File: config.mk
export PLATFORM = sky130hd
export DESIGN_NAME = gray_pos_decoder
export DESIGN_NICKNAME = d
export VERILOG_FILES = /design/src/rtl/gray_pos_decoder.sv
export SDC_FILE = /design/constraint.sdc
export NUM_CORES = 1
export LEC_CHECK = 0
export CAP_MARGIN = 20
export CORE_MARGIN = 1.5
export CORE_UTILIZATION = 55
export CTS_CLUSTER_SIZE = 20
export DETAILED_ROUTE_END_ITERATION = 8
export PLACE_DENSITY = 0.79
export SLEW_MARGIN = 20
export SYNTH_ARGS = -nofsm -noshare
export SYNTH_HDL_FRONTEND = slang
export SYNTH_SLANG_ARGS = --single-unit
export TNS_END_PERCENT = 30
File: constraint.sdc
create_clock -name clk -period 9.4 [get_ports clk]
set_input_delay 2.82 -clock clk [delete_from_list [all_inputs] [get_ports clk]]
set_output_delay 2.82 -clock clk [all_outputs]
set_load 0.01 [all_outputs]
File: src/rtl/gray_pos_decoder.sv
// Gray-code position receiver: synchronise, debounce, decode, step-track, accumulate.
// Optional parity check on {g_par, g_in} when GRAY_DEC_PARITY_EN is defined.
module gray_pos_decoder #(
  parameter int WIDTH       = 4,
  parameter int SYNC_STAGES = 2,
  parameter int STABLE_CYC  = 2,
  parameter int POSW        = 16
) (
  input  logic              clk,
  input  logic              rst_n,
  input  logic [WIDTH-1:0]  g_in,
  input  logic              en,
  input  logic              clr_pos,
  output logic [WIDTH-1:0]  bin_out,
  output logic              valid,
  output logic              dir,
  output logic              step_err,
  output logic              fault,
  output logic [POSW-1:0]   pos
`ifdef GRAY_DEC_PARITY_EN
  ,
  input  logic              g_par,
  output logic              par_err
`endif
);

  // state   | meaning
  // S_INIT  | no code accepted since reset; next stable code loads without a step
  // S_TRACK | accepted codes produce +1/-1 steps on pos
  // S_FAULT | illegal jump seen; bin_out tracks, pos/dir frozen until clr_pos
  typedef enum logic [1:0] {
    S_INIT  = 2'd0,
    S_TRACK = 2'd1,
    S_FAULT = 2'd2
  } state_t;

`ifdef GRAY_DEC_PARITY_EN
  localparam int SW = WIDTH + 1;
`else
  localparam int SW = WIDTH;
`endif

  localparam int CW = (STABLE_CYC > 1) ? $clog2(STABLE_CYC) : 1;
  localparam logic [CW-1:0] CNT_MAX = CW'(STABLE_CYC - 1);

  function automatic logic [WIDTH-1:0] gray_to_bin(input logic [WIDTH-1:0] g);
    logic [WIDTH-1:0] b;
    b[WIDTH-1] = g[WIDTH-1];
    for (int i = WIDTH - 2; i >= 0; i--) begin
      b[i] = b[i+1] ^ g[i];
    end
    return b;
  endfunction

  logic [SW-1:0]          sync_in;
  logic [SW-1:0]          sync_q [SYNC_STAGES];
  logic [SYNC_STAGES-1:0] sync_vld;
  logic [SW-1:0]          s;
  logic                   s_vld;

  logic [SW-1:0]          cand;
  logic                   cand_vld;
  logic [CW-1:0]          cnt;

  logic [WIDTH-1:0]       cand_bin;
  logic [WIDTH-1:0]       delta;
  logic                   stable;
  logic                   evaluate;
  logic                   accept;
  logic                   step_up;
  logic                   step_dn;

  state_t                 state;

`ifdef GRAY_DEC_PARITY_EN
  logic                   par_flag;
  logic                   par_ok;
  logic                   par_rej;
  assign sync_in = {g_par, g_in};
`else
  assign sync_in = g_in;
`endif

  // sync_vld marks when the chain holds real samples rather than reset zeros
  always_ff @(posedge clk or negedge rst_n) begin
    if (!rst_n) begin
      for (int i = 0; i < SYNC_STAGES; i++) begin
        sync_q[i] <= '0;
      end
      sync_vld <= '0;
    end else begin
      sync_q[0] <= sync_in;
      for (int i = 1; i < SYNC_STAGES; i++) begin
        sync_q[i] <= sync_q[i-1];
      end
      sync_vld <= {sync_vld[SYNC_STAGES-2:0], 1'b1};
    end
  end

  assign s     = sync_q[SYNC_STAGES-1];
  assign s_vld = sync_vld[SYNC_STAGES-1];

  always_ff @(posedge clk or negedge rst_n) begin
    if (!rst_n) begin
      cand     <= '0;
      cand_vld <= 1'b0;
      cnt      <= '0;
    end else if (!cand_vld || (s != cand)) begin
      cand     <= s;
      cand_vld <= s_vld;
      cnt      <= '0;
    end else if (cnt != CNT_MAX) begin
      cnt <= cnt + CW'(1);
    end
  end

  assign cand_bin = gray_to_bin(cand[WIDTH-1:0]);
  assign delta    = cand_bin - bin_out;
  assign step_up  = (delta == WIDTH'(1));
  assign step_dn  = (delta == {WIDTH{1'b1}});
  assign stable   = cand_vld && (s == cand) && (cnt == CNT_MAX);
  assign evaluate = en && stable && ((state == S_INIT) || (cand_bin != bin_out));

`ifdef GRAY_DEC_PARITY_EN
  assign par_ok  = ~^cand;
  assign accept  = evaluate && par_ok && !par_flag;
  assign par_rej = evaluate && !par_ok && !par_flag;

  // a rejected code stays flagged until the candidate changes
  always_ff @(posedge clk or negedge rst_n) begin
    if (!rst_n) begin
      par_flag <= 1'b0;
      par_err  <= 1'b0;
    end else begin
      par_err <= par_rej;
      if (!cand_vld || (s != cand)) begin
        par_flag <= 1'b0;
      end else if (par_rej) begin
        par_flag <= 1'b1;
      end
    end
  end
`else
  assign accept = evaluate;
`endif

  always_ff @(posedge clk or negedge rst_n) begin
    if (!rst_n) begin
      state    <= S_INIT;
      bin_out  <= '0;
      valid    <= 1'b0;
      dir      <= 1'b0;
      step_err <= 1'b0;
      fault    <= 1'b0;
      pos      <= '0;
    end else begin
      valid    <= 1'b0;
      step_err <= 1'b0;
      if (accept) begin
        bin_out <= cand_bin;
        valid   <= 1'b1;
        case (state)
          S_INIT: begin
            state <= S_TRACK;
          end
          S_TRACK: begin
            if (step_up) begin
              dir <= 1'b1;
              if (!clr_pos) pos <= pos + POSW'(1);
            end else if (step_dn) begin
              dir <= 1'b0;
              if (!clr_pos) pos <= pos - POSW'(1);
            end else if (!clr_pos) begin
              step_err <= 1'b1;
              fault    <= 1'b1;
              state    <= S_FAULT;
            end
          end
          S_FAULT: begin
            // a step coinciding with the clear counts for direction only
            if (clr_pos && step_up) begin
              dir <= 1'b1;
            end else if (clr_pos && step_dn) begin
              dir <= 1'b0;
            end
          end
          default: begin
            state <= S_INIT;
          end
        endcase
      end
      if (clr_pos) begin
        pos   <= '0;
        fault <= 1'b0;
        if (state == S_FAULT) state <= S_TRACK;
      end
    end
  end

endmodule

Yosys cells after proc, flatten, opt, wreduce, memory -nomap -nowiden
Cells that the tools add are included.
- bits in registers: 42
- latch bits: 0
- bits in writable memories: 0
- memories kept: 0
- bits in read-only memories: 0
- add/sub/neg operators: 4
- multipliers: 0
- magnitude comparators: 0
- div/mod/pow operators: 0
- shifts and indexed selects: 0
- equality and inequality tests: 11
- mux-type cells: 30
- bitwise logic cells: 3
- reductions and logical operators: 17
- operators with widths (kind ; count):
    $mux W16 ; 5
    $mux W1 ; 17
    $add A16 B1 Y16 const B ; 1
    $sub A16 B1 Y16 const B ; 1
    $mux W2 ; 6
    $ne A4 B4 Y1 ; 2
    $reduce_and A4 Y1 ; 2
    $logic_and A1 B1 Y1 ; 6
    $ne A3 B3 Y1 const B ; 2
    $pmux W2 S3 ; 1
    $reduce_bool A2 Y1 ; 3
    $eq A4 B1 Y1 const B ; 1
    $eq A4 B4 Y1 ; 1
    $eq A4 B4 Y1 const B ; 1
    $ne A2 B2 Y1 const B ; 2
    $sub A4 B4 Y4 ; 1
    $reduce_and A3 Y1 ; 1
    $reduce_bool A3 Y1 ; 1
    $xor A1 B1 Y1 ; 3
    $eq A2 B1 Y1 const B ; 1
    $eq A2 B2 Y1 const B ; 1
    $logic_not A2 Y1 ; 1
    $logic_or A1 B1 Y1 ; 2
    $pmux W1 S2 ; 1
    other kinds (2) ; 2

Logic depth before layout (Yosys ltp)
Gate-level depths: netlist of the first run.
- depth in word-level cells: 11
- depth in mapped cells: 15
- depth with buffers taken out: 15

Worst setup path after synthesis of the first run
Ideal clock, no wire load.
- path kind: reg-to-reg
- start point: register cand[3]
- end point: register pos[15]
- data required time: 9275 ps
- library setup time: 125 ps
- cell stages (with the launch flop): 16
- clock period less this slack: 4144 ps
- path slack: 5256 ps
- buffers on the path: 0
- arrival time: 4019 ps
- cell sequence: dfrtp_1 -> xor2_1 -> xor2_1 -> xnor2_1 -> ha_1 -> fa_1 -> xor2_1 -> o2111a_4 -> inv_2 -> ha_1 -> o211ai_1 -> o211ai_1 -> a2111oi_0 -> o211ai_1 -> a32o_1 -> mux2_4
- cells in the longest elaborated chain, start to end: 9
- RTL lines (element ; line ; text):
    from (decl) ; 61 ; logic [SW-1:0] cand;
    from (signal assigned) ; 109 ; cand <= s;
    $xor A1 B1 Y1 (*) ; 50 ; b[i] = b[i+1] ^ g[i];
    via cand_bin[2] ; 65 ; logic [WIDTH-1:0] cand_bin;
    $xor A1 B1 Y1 (*) ; 50 ;
    via cand_bin[1] ; 65 ;
    $xor A1 B1 Y1 ; 50 ;
    $sub A4 B4 Y4 ; 118 ; assign delta = cand_bin - bin_out;
    $eq A4 B1 Y1 ; 119 ; assign step_up = (delta == WIDTH'(1));
    $mux W16 ; 167 ; if (step_up) begin
    $mux W16 ; 162 ; case (state)
    $mux W16 ; 159 ; if (accept) begin
    $mux W16 ; 192 ; if (clr_pos) begin
    to (signal assigned) ; 169 ; if (!clr_pos) pos <= pos + POSW'(1);
    to (signal assigned) ; 172 ; if (!clr_pos) pos <= pos - POSW'(1);
    to (decl) ; 19 ; output logic [POSW-1:0] pos
Mark *: on every way through the listed nets, which the timed path passes. The rest lies on a longest branch. The select of a mux whose other input is x is not followed.
A chain may end at the register's enable or synchronous reset.

Worst setup path after layout of the first run
Ends and elaborated chain as after synthesis.

==> run_results.csv, run 1 <==
group,metric,value,unit
finish,fin_cells,315,
clocking,clockBufferDepth,2,
floorplan,core_area,4350,um^2
job,drv_cap,0,
placed_design,dpl.hpwl,3620,um
finish,antenna_cells,0,
logic_synthesis,ys.flop_type,"dfrtp_1",
finish,final_nets,291,
clocking,clock_latency,0.29,ns
logic_synthesis,syn_inst,232,
route,via_per_inst,5.75,
global_route,grt_util_all_layers,21.5,%
route,wire_per_inst,15.2,um
placed_design,place.gp.congestion,0.814,
worst_setup_path,crit_chain,"xor2_1, xor2_1, xnor2_1, ha_1, fa_1, xor2_1, o2111a_4, inv_2, ha_1, a211oi_1, o211ai_1, a2111oi_0, o211ai_1, a32o_1, mux2_4",
finish,layout_commonest_cell,"dfrtp_1",
clocking,cts_tree,"built",
worst_setup_path,crit_type,"flop to flop",
global_route,grt_max_degree,43,
timing,period_share,52.5,%
global_route,grt_pass1_vias,1762,
floorplan,die_h,70.3,um
worst_setup_path,r2r_start,"cand[3]",
placed_design,dpl.cell_count,307,
pwr,p_leak,1.33,nW
finish,nFillCells,338,
worst_setup_path,cp.required,9.59,ns
pwr,powerDensity,175,nW/um^2
min_path,hold_end,"s[1]",
route,antenna_left,0,
clocking,h-tree-depth,2,
worst_setup_path,crit_family,"compound AO/OA/AOI/OAI gates",
route,drt-pass1-iter-count,4,
route,vias,1810,
global_route,antenna_found_initial,0,
finish,finalInstanceArea,2910,um^2
worst_setup_path,cp_max_fo,19,
timing,hold_viol,0,
timing,finalSetupTns,0,ns
worst_setup_path,cpPeakStageDelay,0.50,ns
timing,min_period,4.94,ns
logic_synthesis,synthArstFlopShare,100,%
timing,setup_viol,0,
route,routed_wirelength,4780,um
min_path,whs_path_depth,0,
floorplan,io_pins,32,
floorplan,placementRows,24,
clocking,root_buffer,"clkbuf_8",
worst_setup_path,crit_path_frequent_cell,"xor2_1",
floorplan,die_w,70.3,um
worst_setup_path,cp.arrival,5.12,ns
finish,utilization,66.8,%
floorplan,die-area,4940,um^2
clocking,cts_hold_buf,0,
clocking,cts_buffers,5,
worst_setup_path,cp-end-kind,"flop",
pwr,irDropWorstVdd,0.102,mV
worst_setup_path,crit_path_top_delay_cell,"a2111oi_0",
min_path,hold_path_class,"flop to flop",
clocking,cts-resized-gates,0,
timing,skew,0.00527,ns
worst_setup_path,regToRegEndpoint,"pos[15]",
worst_setup_path,r2r_setup_slack,4.46,ns
global_route,gr-total-overflow,0,
worst_setup_path,cp-start-kind,"flop",
placed_design,portBuffers,31,
worst_setup_path,reg2reg_depth,15,
logic_synthesis,netlist_area,2490,um^2
timing,tightest_slew,0.871,ns
timing,rsz0062_at_grt,"no",
run_status,outcome,"finished clean",
route,drcViolationCount,0,
finish,final_cell_mix,"42 x dfrtp_1, 30 x clkdlybuf4s50_1, 19 x ha_1",
logic_synthesis,synth_nets,261,
clocking,cts.sinks,42,
finish,layout-drive-gt1-share,9.13,%
timing,relSlewSlack,41.9,%
global_route,grt_pass1_wl,8410,um
timing,final-max-slew-violation-count,0,
logic_synthesis,synth_cell_types,52,
logic_synthesis,ys_ff_latch,42,
route,first_iter_violations,114,
logic_synthesis,synth_area_per_cell,10.7,um^2
clocking,path_clk_slew,0.09,ns
min_path,hold_start,"sync_q[5]",
floorplan,initial_utilization,57.2,%
logic_synthesis,yosysWarnings,0,
finish,area_delta_synth_final,16.8,%
clocking,postCtsSetupRepairBufs,0,
logic_synthesis,yosysSeqAreaShare,42.2,%
placed_design,postPlaceCellArea,2810,um^2
worst_setup_path,crit_buf_inv,1,
logic_synthesis,synth-edff-count,0,
timing,max_freq,203,MHz
timing,whs,0.355,ns
[cells by family (layout without fill, tap and decap cells)]
family                   Yosys count  after routing  share of synthesized area [%]
buffers and inverters             19             50                           3.62
other                              1              1                          0.151
AO/OA/AOI/OAI                     76             76                           23.5
AND/OR/NAND/NOR                   49             49                           10.3
adder cells (fa/ha/maj)           21             21                           11.2
flip-flops                        42             42                           42.2
XOR/XNOR                          22             22                           8.04
multiplexers                       2              2                           1.06
[power breakdown]
part	leakage [nW]	internal [mW]	switching, mW
registers	0.533	0.191	0.0126
clock network	0.0506	0.0555	0.0682
logic	0.744	0.0804	0.102
[worst max path at each step]
| stage | to | startpoint | cells after the start | slack [ns] |
|---|---|---|---|---|
| floorplan | pos[15] | cand[3] | 15 | 5.26 |
| global placement | pos[15] | en | 6 | 4.66 |
| detailed placement | pos[15] | cand[3] | 15 | 4.51 |
| CTS | pos[15] | cand[3] | 15 | 4.48 |
| global route | pos[15] | cand[3] | 15 | 4.20 |
| finish | pos[15] | cand[3] | 15 | 4.46 |
[layer usage]
metal  track usage [%]  routed length, um  vias to the layer above  share of wire [%]
li1                  -                  -                      908                  -
met1              31.2               2340                      861                 49
met2              33.0               2210                       35                 46
met3              3.90                152                        6                3.2
met4              5.98                 70                        0                1.5
met5                 0                  0                        -                  0
[through the flow]
| step | total power [mW] | worst slack (ns) |
|---|---|---|
| 2_1_floorplan | 0.344 | 5.26 |
| 3_3_place_gp | 0.385 | 4.66 |
| 3_5_place_dp | 0.390 | 4.51 |
| 4_1_cts | 0.512 | 4.48 |
| 5_1_grt | 0.546 | 4.20 |
| 6_report | 0.510 | 4.46 |
[area by class of cell]
| class | instances | area [um^2] | area share, % |
|---|---|---|---|
| Tap cell | 52 | 65.1 | 2.24 |
| Multi-Input combinational cell | 171 | 1350 | 46.4 |
| Sequential cell | 42 | 1050 | 36.1 |
| Clock buffer | 5 | 68.8 | 2.37 |
| Inverter | 11 | 41.3 | 1.42 |
| Timing Repair Buffer | 31 | 305 | 10.5 |
| Clock inverter | 3 | 28.8 | 0.989 |
[registers in the layout, indices dropped and copies added, names as in the netlist, 2 cells and up]
signal,count
state,2
cand,4
bin_out,4
sync_vld,2
pos,16
sync_q,4
s,4
[cell usage after synthesis, drive strengths merged (3+ instances only)]
cell type	number	share of area [%]
dfrtp	42	42
a22o	7	2.5
nand3	7	1.4
nand2	13	2.0
a211oi	3	0.90
clkbuf	6	0.90
o21a	4	1.2
nor3	7	2.1
inv	11	1.7
a2111oi	3	1.1
nor2	9	1.4
o211ai	8	3.0
a21o	7	2.1
ha	19	9.5
o21ai	9	1.8
o31ai	3	1.9
a21oi	16	3.2
xnor2	12	4.2
xor2	10	3.8
[worst register-to-register path, delay by kind of cell, from the launching register on]
family | cells | cell delay [ns]
fa+ha+maj | 3 | 0.96
buf+inv | 1 | 0.19
mux | 1 | 0.25
flops | 1 | 0.45
xor+xnor | 4 | 1.11
compound gates | 6 | 1.86
Power figures use the tool's default switching activity.
==> inputs of run 2 (changes only) <==
==> constraint.sdc (replaced) <==
create_clock -name clk -period 4.9 [get_ports clk]
set_input_delay 1.47 -clock clk [delete_from_list [all_inputs] [get_ports clk]]
set_output_delay 1.47 -clock clk [all_outputs]
set_load 0.01 [all_outputs]
==> run 2 against run 1 <==
Net effect:
- critical path depth unchanged
- total power grew 90%
- final cell count is the same
==> run_results.csv, run 2 (same netlist as run 1, synthesis figures left out) <==
group,metric,value,unit
finish,final_cell_mix,"42 x dfrtp_1, 30 x clkdlybuf4s50_1, 19 x ha_1",
pwr,p_leak,1.32,nW
timing,hold_viol,0,
placed_design,place_ws,0.383,ns
floorplan,core_area,4350,um^2
global_route,grt_pass1_vias,1829,
timing,period_share,91.2,%
clocking,cts_buffers,5,
pwr,comb_power_share,35.7,%
timing,final-max-slew-violation-count,0,
floorplan,placementRows,24,
worst_setup_path,cp_max_fo,19,
clocking,clock_latency,0.31,ns
pwr,irDropWorstVdd,0.218,mV
clocking,clockBufferDepth,2,
global_route,grt_pass1_wl,8340,um
clocking,path_clk_slew,0.08,ns
timing,relSlewSlack,40.0,%
floorplan,io_pins,32,
pwr,internal_power,626,uW
global_route,grt_max_degree,43,
worst_setup_path,cp-start-kind,"flop",
timing,skew,0.0123,ns
placed_design,dpl.hpwl,3480,um
timing,fin_ws,0.432,ns
clocking,cts_tree,"built",
finish,area_delta_synth_final,17.3,%
timing,finalSetupTns,0,ns
job,drv_cap,0,
worst_setup_path,cp-end-kind,"flop",
min_path,hold_path_class,"flop to flop",
global_route,antenna_found_initial,0,
clocking,h-tree-depth,2,
floorplan,die-area,4940,um^2
placed_design,place.gp.congestion,0.941,
route,first_iter_violations,98,
placed_design,postPlaceCellArea,2810,um^2
clocking,cts-resized-gates,0,
global_route,grt_util_all_layers,21.0,%
pwr,p_sw_share,35.5,%
pwr,p_sw,345,uW
route,drcViolationCount,0,
timing,min_period,4.47,ns
route,antenna_left,0,
placed_design,dpl.cell_count,307,
clocking,cts_hold_buf,0,
finish,antenna_cells,0,
placed_design,portBuffers,31,
pwr,clockPowerShare,24.3,%
run_status,outcome,"finished clean",
timing,rsz0062_at_grt,"no",
route,drt-pass1-iter-count,4,
worst_setup_path,crit_type,"flop to flop",
finish,final_nets,291,
finish,finalInstanceArea,2920,um^2
route,wire_per_inst,15.2,um
timing,max_freq,224,MHz
worst_setup_path,cp.arrival,4.66,ns
finish,fin_cells,315,
finish,top_register,"pos",
pwr,design_power_total,971,uW
floorplan,die_h,70.3,um
global_route,gr-total-overflow,0,
timing,tightest_slew,0.900,ns
route,routed_wirelength,4780,um
finish,utilization,67.1,%
floorplan,initial_utilization,57.2,%
worst_setup_path,cp.required,5.09,ns
floorplan,die_w,70.3,um
clocking,postCtsSetupRepairBufs,0,
timing,setup_viol,0,
route,via_per_inst,5.86,
pwr,seq_power_share,40.0,%
pwr,powerDensity,332,nW/um^2
clocking,root_buffer,"clkbuf_8",
finish,layout_commonest_cell,"dfrtp_1",
timing,whs,0.353,ns
finish,layout-drive-gt1-share,9.89,%
clocking,cts.sinks,42,
route,vias,1846,
finish,largest_register_ffs,16,
==> run 2: routing by layer <==
layer / global-route usage (%) / wire length [um] / part of all wire (%) / up-vias
met3: 4.47 / 179 / 3.7 / 9
met1: 29.0 / 2330 / 49 / 892
met5: 0 / 0 / 0 / -
met2: 32.1 / 2190 / 46 / 36
met4: 8.97 / 78 / 1.6 / 0
li1: - / - / - / 909
==> run 2: worst paths after layout <==
| check | startpoint | end | slack [ns] | depth (start not counted) |
|---|---|---|---|---|
| setup / recovery | cand[3] | pos[15] | 0.43 | 15 |
| hold / removal | sync_q[7] | s[3] | 0.35 | 0 |
| setup reg to reg | cand[3] | pos[15] | 0.43 | 15 |
| hold reg to reg | sync_q[7] | s[3] | 0.35 | 0 |
| max in group asynchronous | rst_n | pos[2] | 3.05 | 1 |
| min in group asynchronous | rst_n | bin_out[2] | 1.28 | 1 |
==> run 2: cell type report <==
cell class | instances | area (um^2)
fillers | 347 | 1430
multi-input cells | 171 | 1370
flip-flops and latches | 42 | 1050
repair buffers | 31 | 305
clock buffers | 5 | 68.8
well taps | 52 | 65.1
inverters | 11 | 41.3
clock inverters | 3 | 23.8
==> run 2: critical path: stages, from the launching register on <==
cell and delay, ns:
dfrtp_1 0.46, xor2_2 0.26, xor2_2 0.25, xnor2_1 0.13
ha_1 0.22, fa_1 0.39, xor2_1 0.26, o2111a_4 0.32
inv_2 0.18, ha_1 0.35, a211oi_1 0.27, o211ai_1 0.18
a2111oi_1 0.42, o211ai_1 0.15, a32o_1 0.28, mux2_4 0.25
==> run 2: power by group through the flow <==
stage / combinational [mW] / sequential, mW / clock (mW)
floorplan: 0.265 / 0.394 / 0
global placement: 0.335 / 0.394 / 0
detailed placement: 0.340 / 0.395 / 0
CTS: 0.344 / 0.388 / 0.241
global route: 0.388 / 0.392 / 0.254
finish: 0.346 / 0.388 / 0.236
==> inputs of run 3 (changes only) <==
--- a/config.mk
+++ b/config.mk
@@ -8,9 +8,10 @@
 export CAP_MARGIN = 20
 export CORE_MARGIN = 1.5
 export CORE_UTILIZATION = 55
-export CTS_CLUSTER_SIZE = 20
+export CTS_CLUSTER_SIZE = 16
 export DETAILED_ROUTE_END_ITERATION = 8
 export PLACE_DENSITY = 0.79
+export SKIP_LAST_GASP = 1
 export SLEW_MARGIN = 20
 export SYNTH_ARGS = -nofsm -noshare
 export SYNTH_HDL_FRONTEND = slang
==> constraint.sdc (replaced) <==
create_clock -name clk -period 5.2 [get_ports clk]
set_input_delay 1.56 -clock clk [delete_from_list [all_inputs] [get_ports clk]]
set_output_delay 1.56 -clock clk [all_outputs]
set_load 0.01 [all_outputs]
==> run 3 against run 2 <==
Net effect:
- sequential power fell by 5.7%
- clock power fell by 2%
- largest cell class unchanged
- core utilization fell by 0.26 points
- register-to-register slack improved by 0.18 ns
- final cell count did not move
- die area did not move
- global-route usage rose by 0.25 points
==> run_results.csv, run 3 (same netlist as run 1, synthesis figures left out) <==
group,metric,value,unit
clocking,h-tree-depth,2,
global_route,grt_pass1_vias,1830,
worst_setup_path,r2r_setup_slack,0.61,ns
min_path,hold_path_class,"flop to flop",
route,via_per_inst,5.78,
timing,finalSetupTns,0,ns
timing,min_period,4.59,ns
timing,max_freq,218,MHz
placed_design,dpl.hpwl,3460,um
route,antenna_left,0,
finish,layout_commonest_cell,"dfrtp_1",
worst_setup_path,cp.arrival,4.78,ns
worst_setup_path,crit_type,"flop to flop",
global_route,antenna_found_initial,0,
pwr,seq_power_share,39.8,%
finish,area_delta_synth_final,16.8,%
route,drt-pass1-iter-count,4,
worst_setup_path,cp-end-kind,"flop",
floorplan,die-area,4940,um^2
placed_design,dpl.cell_count,307,
clocking,cts-resized-gates,0,
worst_setup_path,cp-start-kind,"flop",
worst_setup_path,cp.required,5.40,ns
timing,rsz0062_at_grt,"no",
clocking,cts_buffers,5,
pwr,p_leak,1.33,nW
route,vias,1822,
finish,nFillCells,348,
finish,fin_cells,315,
run_status,outcome,"finished clean",
route,drcViolationCount,0,
pwr,design_power_total,920,uW
route,first_iter_violations,107,
finish,largest_register_ffs,16,
pwr,comb_power_share,35.1,%
finish,utilization,66.8,%
clocking,postCtsSetupRepairBufs,0,
route,routed_wirelength,4710,um
pwr,clockPowerShare,25.1,%
timing,skew,0.00652,ns
clocking,cts_hold_buf,0,
pwr,powerDensity,316,nW/um^2
pwr,p_sw_share,35.7,%
clocking,cts.sinks,42,
clocking,root_buffer,"clkbuf_8",
floorplan,core_area,4350,um^2
job,drv_cap,0,
worst_setup_path,cp_max_fo,19,
finish,final_nets,291,
clocking,path_clk_slew,0.09,ns
placed_design,portBuffers,31,
global_route,grt_pass1_wl,8340,um
pwr,p_sw,328,uW
timing,setup_viol,0,
pwr,irDropWorstVdd,0.200,mV
route,wire_per_inst,15.0,um
finish,antenna_cells,0,
timing,period_share,88.2,%
floorplan,initial_utilization,57.2,%
timing,hold_viol,0,
finish,layout-drive-gt1-share,9.13,%
clocking,clockBufferDepth,2,
placed_design,place.gp.congestion,0.940,
floorplan,die_h,70.3,um
global_route,grt_util_all_layers,21.3,%
floorplan,die_w,70.3,um
timing,tightest_slew,0.892,ns
floorplan,io_pins,32,
clocking,clock_latency,0.30,ns
timing,relSlewSlack,40.6,%
timing,final-max-slew-violation-count,0,
global_route,gr-total-overflow,0,
global_route,grt_max_degree,43,
floorplan,placementRows,24,
finish,final_cell_mix,"42 x dfrtp_1, 30 x clkdlybuf4s50_1, 19 x ha_1",
finish,top_register,"pos",
clocking,cts_tree,"built",
pwr,internal_power,592,uW
run 3: worst max-delay path: stages, from the launching register on:
cell       delay [ns]
dfrtp_1          0.45
xor2_1           0.29
xor2_1           0.35
xnor2_1          0.15
ha_1             0.23
fa_1             0.39
xor2_1           0.23
o2111a_4         0.31
inv_2            0.18
ha_1             0.38
o211ai_1         0.22
o211ai_1         0.18
a2111oi_0        0.44
o211ai_1         0.16
a32o_1           0.28
mux2_4           0.25
run 3: area by class of cell:
class                      count  area [um^2]  area share [%]
multi-input combinational    171         1350            46.4
sequential                    42         1050            36.1
timing repair buffer          31          305            10.5
clock buffer                   5         68.8            2.37
tap                           52         65.1            2.24
inverter                      11         41.3            1.42
clock inverter                 3         28.8           0.989
run 3: power by group through the flow:
stage               clock [mW]  combinational [mW]  sequential [mW]
floorplan                    0               0.250            0.371
global placement             0               0.315            0.371
detailed placement           0               0.320            0.372
CTS                      0.236               0.322            0.366
global route             0.252               0.360            0.370
finish                   0.231               0.323            0.366
run 3: path summary, 6_finish.rpt:
check                           from  cells past startpoint         end
max                          cand[3]                     15     pos[15]
min                        sync_q[5]                      0        s[1]
max reg2reg                  cand[3]                     15     pos[15]
min reg2reg                sync_q[5]                      0        s[1]
max in group asynchronous      rst_n                      1  bin_out[1]
min in group asynchronous      rst_n                      1     pos[15]
run 3: routing by layer:
layer  wire, um  track usage [%]
met1       2320             30.4
met2       2160             32.4
met3        166             4.76
met4         61             6.41
met5          0                0
run 3: through the flow:
step,cell area (um^2),hold WS [ns],setup slack (ns)
final,2910,0.358,0.614
after global routing,2910,0.375,0.167
after CTS,2910,0.361,0.664
after detailed placement,2810,0.337,0.675
after global placement,2810,0.333,0.845
after floorplan,2490,0.331,1.06
